File: src/rtl/counter_preset_sequencer_if.sv
`default_nettype none
// ----------------------------------------------------------------------------
// Module   : counter_preset_sequencer_if
// Purpose  : valid/ready preset channel into the counter preset sequencer
// Revision : 1.0 - initial release
// ----------------------------------------------------------------------------
interface counter_preset_sequencer_if #(
  parameter int WIDTH = 5
);
  logic             in_valid;
  logic             in_ready;
  logic [WIDTH-1:0] in_data;

  modport master (output in_valid, output in_data, input  in_ready);
  modport slave  (input  in_valid, input  in_data, output in_ready);
endinterface
`default_nettype wire

File: src/rtl/counter_preset_sequencer.sv
`default_nettype none
// ----------------------------------------------------------------------------
// Module   : counter_preset_sequencer
// Purpose  : buffers preset values in a small FIFO and reloads a downstream
//            loadable counter with the next preset on each terminal match
// Revision : 1.0 - initial release
// ----------------------------------------------------------------------------
module counter_preset_sequencer #(
  parameter int WIDTH = 5,
  parameter int DEPTH = 4,
  parameter int PTR_W = 2
) (
  input  logic                   clk,
  input  logic                   rst,
  counter_preset_sequencer_if.slave in_bus,
  input  logic                   flush,
  input  logic                   start,
  input  logic                   stop,
  input  logic [WIDTH-1:0]       term_value,
  input  logic [WIDTH-1:0]       count_in,
  output logic                   load,
  output logic [WIDTH-1:0]       data_out,
  output logic [PTR_W:0]         level,
  output logic                   busy,
  output logic                   underrun
);

  localparam logic [PTR_W:0] FULL_LEVEL = (PTR_W+1)'(DEPTH);

  typedef enum logic [2:0] {
    IDLE   = 3'd0,
    FIRST  = 3'd1,
    RUN    = 3'd2,
    RELOAD = 3'd3,
    HOLD   = 3'd4
  } state_t;

  state_t           state;
  logic [WIDTH-1:0] mem [DEPTH];
  logic [PTR_W-1:0] wr_ptr;
  logic [PTR_W-1:0] rd_ptr;
  logic [WIDTH-1:0] last_preset;

  logic             full;
  logic             empty;
  logic             push;
  logic             pop;
  logic             act;
  logic             have_head;
  logic [WIDTH-1:0] head;

  // Full is taken from registered occupancy only, so a same-cycle pop never
  // opens a slot for a push.
  assign full      = (level == FULL_LEVEL);
  assign empty     = (level == '0);
  assign head      = mem[rd_ptr];
  assign in_bus.in_ready = !full;

  // A reload is issued from FIRST/RELOAD unless stop cancels it; a flush in the
  // same cycle makes the FIFO look empty so the reload falls back to last_preset.
  assign act       = ((state == FIRST) || (state == RELOAD)) && !stop;
  assign have_head = !empty && !flush;
  assign pop       = act && have_head;
  assign push      = in_bus.in_valid && !full && !flush;
  assign busy      = (state != IDLE);

  // Preset storage: written on an accepted push, no reset needed
  always_ff @(posedge clk) begin
    if (push) begin
      mem[wr_ptr] <= in_bus.in_data;
    end
  end

  // FIFO pointers and occupancy; flush empties the buffer outright
  always_ff @(posedge clk) begin
    if (rst || flush) begin
      wr_ptr <= '0;
      rd_ptr <= '0;
      level  <= '0;
    end else begin
      if (push) begin
        wr_ptr <= wr_ptr + PTR_W'(1);
      end
      if (pop) begin
        rd_ptr <= rd_ptr + PTR_W'(1);
      end
      level <= level + (PTR_W+1)'(push) - (PTR_W+1)'(pop);
    end
  end

  // Sequencing FSM with registered load/data_out/underrun
  always_ff @(posedge clk) begin
    if (rst) begin
      state       <= IDLE;
      load        <= 1'b0;
      data_out    <= '0;
      last_preset <= '0;
      underrun    <= 1'b0;
    end else begin
      load <= 1'b0;
      case (state)
        IDLE: begin
          if (start && !stop && !empty) begin
            state <= FIRST;
          end
        end
        FIRST, RELOAD: begin
          if (act) begin
            load <= 1'b1;
            if (have_head) begin
              data_out    <= head;
              last_preset <= head;
            end else begin
              data_out <= last_preset;
              underrun <= 1'b1;
            end
            state <= HOLD;
          end else begin
            state <= IDLE;
          end
        end
        HOLD: begin
          state <= stop ? IDLE : RUN;
        end
        RUN: begin
          if (stop) begin
            state <= IDLE;
          end else if (count_in == term_value) begin
            state <= RELOAD;
          end
        end
        default: begin
          state <= IDLE;
        end
      endcase
    end
  end

endmodule
`default_nettype wire
File: src/flat_wrapper.sv
// flat-port wrapper written by rule: the top's interface ports become plain ports
module counter_preset_sequencer_flat 
#(
  parameter int WIDTH = 5,
  parameter int DEPTH = 4,
  parameter int PTR_W = 2
)
  (clk, rst, flush, start, stop, term_value, count_in, load, data_out, level, busy, underrun, in_bus_in_valid, in_bus_in_data, in_bus_in_ready);
  counter_preset_sequencer_if #(.WIDTH(WIDTH)) in_bus_i ();
  input  logic clk;
  input  logic rst;
  input  logic flush;
  input  logic start;
  input  logic stop;
  input  logic [WIDTH-1:0] term_value;
  input  logic [WIDTH-1:0] count_in;
  output logic load;
  output logic [WIDTH-1:0] data_out;
  output logic [PTR_W:0] level;
  output logic busy;
  output logic underrun;
  input wire logic [$bits(in_bus_i.in_valid)-1:0] in_bus_in_valid;
  input wire logic [$bits(in_bus_i.in_data)-1:0] in_bus_in_data;
  output wire logic [$bits(in_bus_i.in_ready)-1:0] in_bus_in_ready;
  assign in_bus_i.in_valid = in_bus_in_valid;
  assign in_bus_i.in_data = in_bus_in_data;
  assign in_bus_in_ready = in_bus_i.in_ready;
  counter_preset_sequencer #(.WIDTH(WIDTH), .DEPTH(DEPTH), .PTR_W(PTR_W)) u_core (.clk(clk), .rst(rst), .in_bus(in_bus_i), .flush(flush), .start(start), .stop(stop), .term_value(term_value), .count_in(count_in), .load(load), .data_out(data_out), .level(level), .busy(busy), .underrun(underrun));
endmodule
File: config.mk
export PLATFORM = sky130hd
export DESIGN_NAME = counter_preset_sequencer_flat
export DESIGN_NICKNAME = d
export VERILOG_FILES = /design/src/rtl/counter_preset_sequencer_if.sv /design/src/rtl/counter_preset_sequencer.sv /design/src/flat_wrapper.sv
export SDC_FILE = /design/constraint.sdc
export NUM_CORES = 1
export LEC_CHECK = 0
export ABC_AREA = 1
export CAP_MARGIN = 20
export CELL_PAD_IN_SITES_DETAIL_PLACEMENT = 1
export CELL_PAD_IN_SITES_GLOBAL_PLACEMENT = 2
export CORE_MARGIN = 3
export CORE_UTILIZATION = 40
export DETAILED_ROUTE_END_ITERATION = 7
export DONT_BUFFER_PORTS = 1
export GPL_TIMING_DRIVEN = 0
export PLACE_DENSITY_LB_ADDON = 0.05
export SYNTH_ARGS = -nofsm -noshare
export SYNTH_HDL_FRONTEND = slang
export SYNTH_SLANG_ARGS = --single-unit
File: constraint.sdc
create_clock -name clk -period 5.1 [get_ports clk]
set_clock_uncertainty 0.1 [all_clocks]
set_input_delay 0.255 -clock clk [delete_from_list [all_inputs] [get_ports clk]]
set_output_delay 0.255 -clock clk [all_outputs]
set_load 0.03 [all_outputs]
==> tab_implementation.tex <==
\begin{tabular}{lr}
\hline
Metric & Value \\
\hline
\multicolumn{2}{l}{\textbf{Outcome}} \\
\quad Status & finished clean \\
\multicolumn{2}{l}{\textbf{Placement}} \\
\quad Count of port buffers added during placement & 0 \\
\quad Final HPWL DP & 2520 um \\
\quad RD Place Congestion & 0.8147 \\
\multicolumn{2}{l}{\textbf{Pwr}} \\
\quad Power density relative to cell area & 318.0 nW/um2 \\
\quad Overall Power & 604.4 uW \\
\quad Internal power consumption & 475.1 uW \\
\quad Register share of total power & 53.1\% \\
\quad Clock share of power & 42.1\% \\
\quad Leakage power total & 0.7928 nW \\
\quad Highest ir drop seen on vdd & 0.0001555 V \\
\quad Combinational Power Share & 4.8\% \\
\quad Switching Power & 129.3 uW \\
\quad Switching power as a share of total power & 21.40\% \\
\multicolumn{2}{l}{\textbf{Global routing}} \\
\quad Global-route wire length before repair & 5595 um \\
\quad Number of global-route vias before repair & 1,221 \\
\quad Total track usage & 14.48\% \\
\quad Initial antenna violation count & 0 \\
\quad Grt total ovfl & 0 \\
\quad Largest net degree at the start of global routing & 14 \\
\multicolumn{2}{l}{\textbf{Floorplanning}} \\
\quad Vert. Die Dim & 70.53 um \\
\quad Placement Rows & 22 \\
\quad Area of the die & 4974 um2 \\
\quad Floorplan die width & 70.53 um \\
\quad Core area & 3826 um2 \\
\quad I/O pin count & 33 \\
\quad Initial cell density of the core & 43.53\% \\
\multicolumn{2}{l}{\textbf{Yosys}} \\
\quad Cell Area, Synth & 1665 um2 \\
\quad Count of synthesis-stage warnings from yosys & 0 \\
\quad Library cell occupying the most area in the post-synthesis netlist & sky130\_fd\_sc\_hd\_\_edfxtp\_1 \\
\quad Average footprint of a synthesized cell & 9.356 um2 \\
\quad Post-synthesis cell type count & 27 \\
\quad Number of synthesized register bits & 37 \\
\quad Instance count of the mapped netlist & 178 \\
\quad Seq/Total Area, Yosys & 56.50\% \\
\quad Net Count, Synth & 206 \\
\quad Area share of the largest cell type after synthesis & 36.06\% \\
\quad Synth top area cells & sky130\_fd\_sc\_hd\_\_edfxtp\_1 (36\%), sky130\_fd\_sc\_hd\_\_dfxtp\_1 (20\%), sky130\_fd\_sc\_hd\_\_nor2\_1 (8.1\%) \\
\multicolumn{2}{l}{\textbf{Cells and area}} \\
\quad Net count, final & 219 \\
\quad Antenna Diode Count & 0 \\
\quad Proportion of layout cells with a drive suffix above 1 & 12.50\% \\
\quad Layout overhead on the synthesized area & 14.12\% \\
\multicolumn{2}{l}{\textbf{Worst hold path}} \\
\quad Hold crit path type & in -> reg \\
\multicolumn{2}{l}{\textbf{Critical path}} \\
\quad Worst EP required & 5230 ps \\
\quad Crit path max fanout & 10 \\
\quad Ordered list of cells on the worst path & inv\_1, nand3\_2, nand2\_4, nor2\_8, ha\_1, inv\_1, ha\_1, inv\_1, fa\_1, or2\_0, a21oi\_1 \\
\quad Max stage delay cell, worst path & sky130\_fd\_sc\_hd\_\_dfxtp\_1 \\
\quad Worst setup EP type & register \\
\quad Gate family responsible for the most delay along the worst path & adder cells \\
\quad Most common cell type on the critical path & sky130\_fd\_sc\_hd\_\_inv\_1 \\
\quad Worst path max stage delay & 600 ps \\
\quad Crit path DAT & 2610 ps \\
\quad Number of buffer and inverter stages on the critical path & 3 \\
\quad R2r setup slk & 2620 ps \\
\quad Start-to-end type of the worst setup path & reg -> reg \\
\quad Startpoint types & register \\
\multicolumn{2}{l}{\textbf{Drt}} \\
\quad DRC violation count after routing & 0 \\
\quad Number of vias in the routed layout & 1,184 \\
\quad Drt first pass iters & 3 \\
\quad Count of antenna-violating nets left after detailed routing & 0 \\
\quad Detail-routed net length per standard cell & 13.92 um \\
\quad Total Wirelength & 3341 um \\
\quad Vias per inst & 4.933 \\
\quad Initial drt markers & 13 \\
\multicolumn{2}{l}{\textbf{Clock network}} \\
\quad Library cell used as clock root buffer & sky130\_fd\_sc\_hd\_\_clkbuf\_8 \\
\quad Clk slew on worst S/H paths & 80 ps \\
\quad CTS Buf Count & 5 \\
\quad H-tree depth & 2 \\
\quad Worst-case clock buffer depth & 2 \\
\quad Worst-Skew Late Latency & 290 ps \\
\quad Clock tree from TritonCTS & yes \\
\quad Clock Sinks & 37 \\
\multicolumn{2}{l}{\textbf{STA}} \\
\quad Period Utilization, post-route & 48.70\% \\
\quad Number of max-slew violations in the final report & 0 \\
\quad Worst slew margin & 64.78\% \\
\quad Measured slew at the worst slew-check pin & 526.4 ps \\
\quad Shortest period the worst path allows & 2484 ps \\
\quad Sum Neg Setup Slack & 0 ps \\
\quad Unrepaired setup endpoints after global routing & false \\
\quad Number of hold violations in the final report & 0 \\
\quad Total setup violations reported at the end of the flow & 0 \\
\quad F\_max & 0.4026 GHz \\
\multicolumn{2}{l}{\textbf{Flow run}} \\
\quad Count of max-cap constraint violations & 0 \\
\hline
\end{tabular}
metrics by stage:
stage	worst slack [ps]	cells	hold WS, ps	util (%)	instance area, um2
6_report	2616	240	57.45	49.67	1901
5_1_grt	2420	240	76.66	49.67	1901
4_1_cts	2570	240	48.49	49.67	1901
3_5_place_dp	2580	226	230.0	45.09	1725
3_3_place_gp	2674	226	226.0	45.09	1725
2_1_floorplan	2809	178	224.1	-	1665
path summary, 6_finish.rpt:
kind	startpoint	endpoint	depth (start not counted)
hold reg to reg	u_core.wr_ptr[1]$_SDFFE_PP0P_	u_core.wr_ptr[1]$_SDFFE_PP0P_	2
setup / recovery	u_core.level[1]$_SDFF_PP0_	u_core.level[2]$_SDFF_PP0_	11
setup reg to reg	u_core.level[1]$_SDFF_PP0_	u_core.level[2]$_SDFF_PP0_	11
hold / removal	rst	u_core.wr_ptr[0]$_SDFFE_PP0P_	3
registers in the layout, indices dropped and copies added, names as in the netlist:
signal              cells
u_core.last_preset      5
u_core.level            3
u_core.load             1
u_core.mem             20
u_core.rd_ptr           2
u_core.state            3
u_core.underrun         1
u_core.wr_ptr           2
worst register-to-register path, delay by kind of cell (launching register included):
kind / cells / cell delay (ps)
buf+inv: 3 / 260
flops: 1 / 600
fa+ha+maj: 3 / 760
compound gates: 1 / 120
simple gates: 4 / 580
power groups by stage:
stage	registers, mW	clock network [mW]	logic, mW
after detailed placement	0.328	0	0.0238
after CTS	0.321	0.262	0.0292
final	0.321	0.255	0.0288
after floorplan	0.327	0	0.0191
after global placement	0.328	0	0.0225
after global routing	0.321	0.277	0.0333
cells in the final DEF (no fill, tap or decap), drive strengths merged, types with 2 or more instances in the layout:
| master | count |
|---|---|
| nor2 | 38 |
| inv | 32 |
| nand2 | 22 |
| edfxtp | 20 |
| o21ai | 18 |
| dfxtp | 17 |
| ha | 6 |
| dlygate4sd3 | 6 |
| a21oi | 6 |
| o22ai | 5 |
| clkbuf | 5 |
| nand3 | 4 |
| nand4 | 2 |
| xnor2 | 2 |
| buf | 2 |
layout make-up:
type	count	area [um2]
Buffer	2	12.51
Sequential cell	37	940.9
Tap cell	48	60.06
Clock buffer	5	68.82
Inverter	32	120.1
Timing Repair Buffer	6	60.06
Multi-Input combinational cell	107	591.8
Fill cell	446	1926
Clock inverter	3	46.29
cells in the mapped netlist:
| cell type | n |
|---|---|
| sky130_fd_sc_hd__o22ai_1 | 5 |
| sky130_fd_sc_hd__nand2_1 | 20 |
| sky130_fd_sc_hd__nor2_8 | 1 |
| sky130_fd_sc_hd__buf_4 | 1 |
| sky130_fd_sc_hd__nand3_2 | 2 |
| sky130_fd_sc_hd__edfxtp_1 | 20 |
| sky130_fd_sc_hd__nand4_1 | 2 |
| sky130_fd_sc_hd__buf_2 | 1 |
| sky130_fd_sc_hd__dfxtp_1 | 17 |
| sky130_fd_sc_hd__or2_0 | 1 |
| sky130_fd_sc_hd__nand2_4 | 1 |
| sky130_fd_sc_hd__a22o_1 | 1 |
| sky130_fd_sc_hd__nand2_2 | 1 |
| sky130_fd_sc_hd__nand3_1 | 2 |
| sky130_fd_sc_hd__o21ai_2 | 1 |
| sky130_fd_sc_hd__o21ai_0 | 16 |
| sky130_fd_sc_hd__xnor2_1 | 2 |
| sky130_fd_sc_hd__o21ai_1 | 1 |
| sky130_fd_sc_hd__fa_1 | 1 |
| sky130_fd_sc_hd__a31o_2 | 1 |
| sky130_fd_sc_hd__ha_1 | 6 |
| sky130_fd_sc_hd__a21oi_1 | 5 |
| sky130_fd_sc_hd__inv_1 | 27 |
| sky130_fd_sc_hd__nor2_1 | 36 |
| sky130_fd_sc_hd__a21oi_2 | 1 |
| sky130_fd_sc_hd__nor2_2 | 1 |
| sky130_fd_sc_hd__inv_2 | 5 |
what timing repair did:
action / 4_1_cts / 5_1_grt
setup buffers: 0 / 0
gates resized for setup: 0 / 0
hold buffers: 6 / 0
hold endpoints to repair: 23 / 0
setup endpoints to repair: 0 / 0
routing by layer:
metal	routed length, um	vias up	track usage, %
li1	-	600	-
met3	212	2	6.043
met4	10	0	5.532
met5	0	-	0
met2	1650	26	24.84
met1	1468	556	15.86
kinds of logic (layout without fill, tap and decap cells):
group,count (synthesis),in the layout,share of synthesized area (%)
flip-flops,37,37,56.50
buffers and inverters,34,48,7.964
XOR/XNOR,2,2,1.052
AO/OA/AOI/OAI,31,31,10.59
AND/OR/NAND/NOR,67,67,18.18
adder cells (fa/ha/maj),7,7,5.710
(Power assumes the default switching activity.)
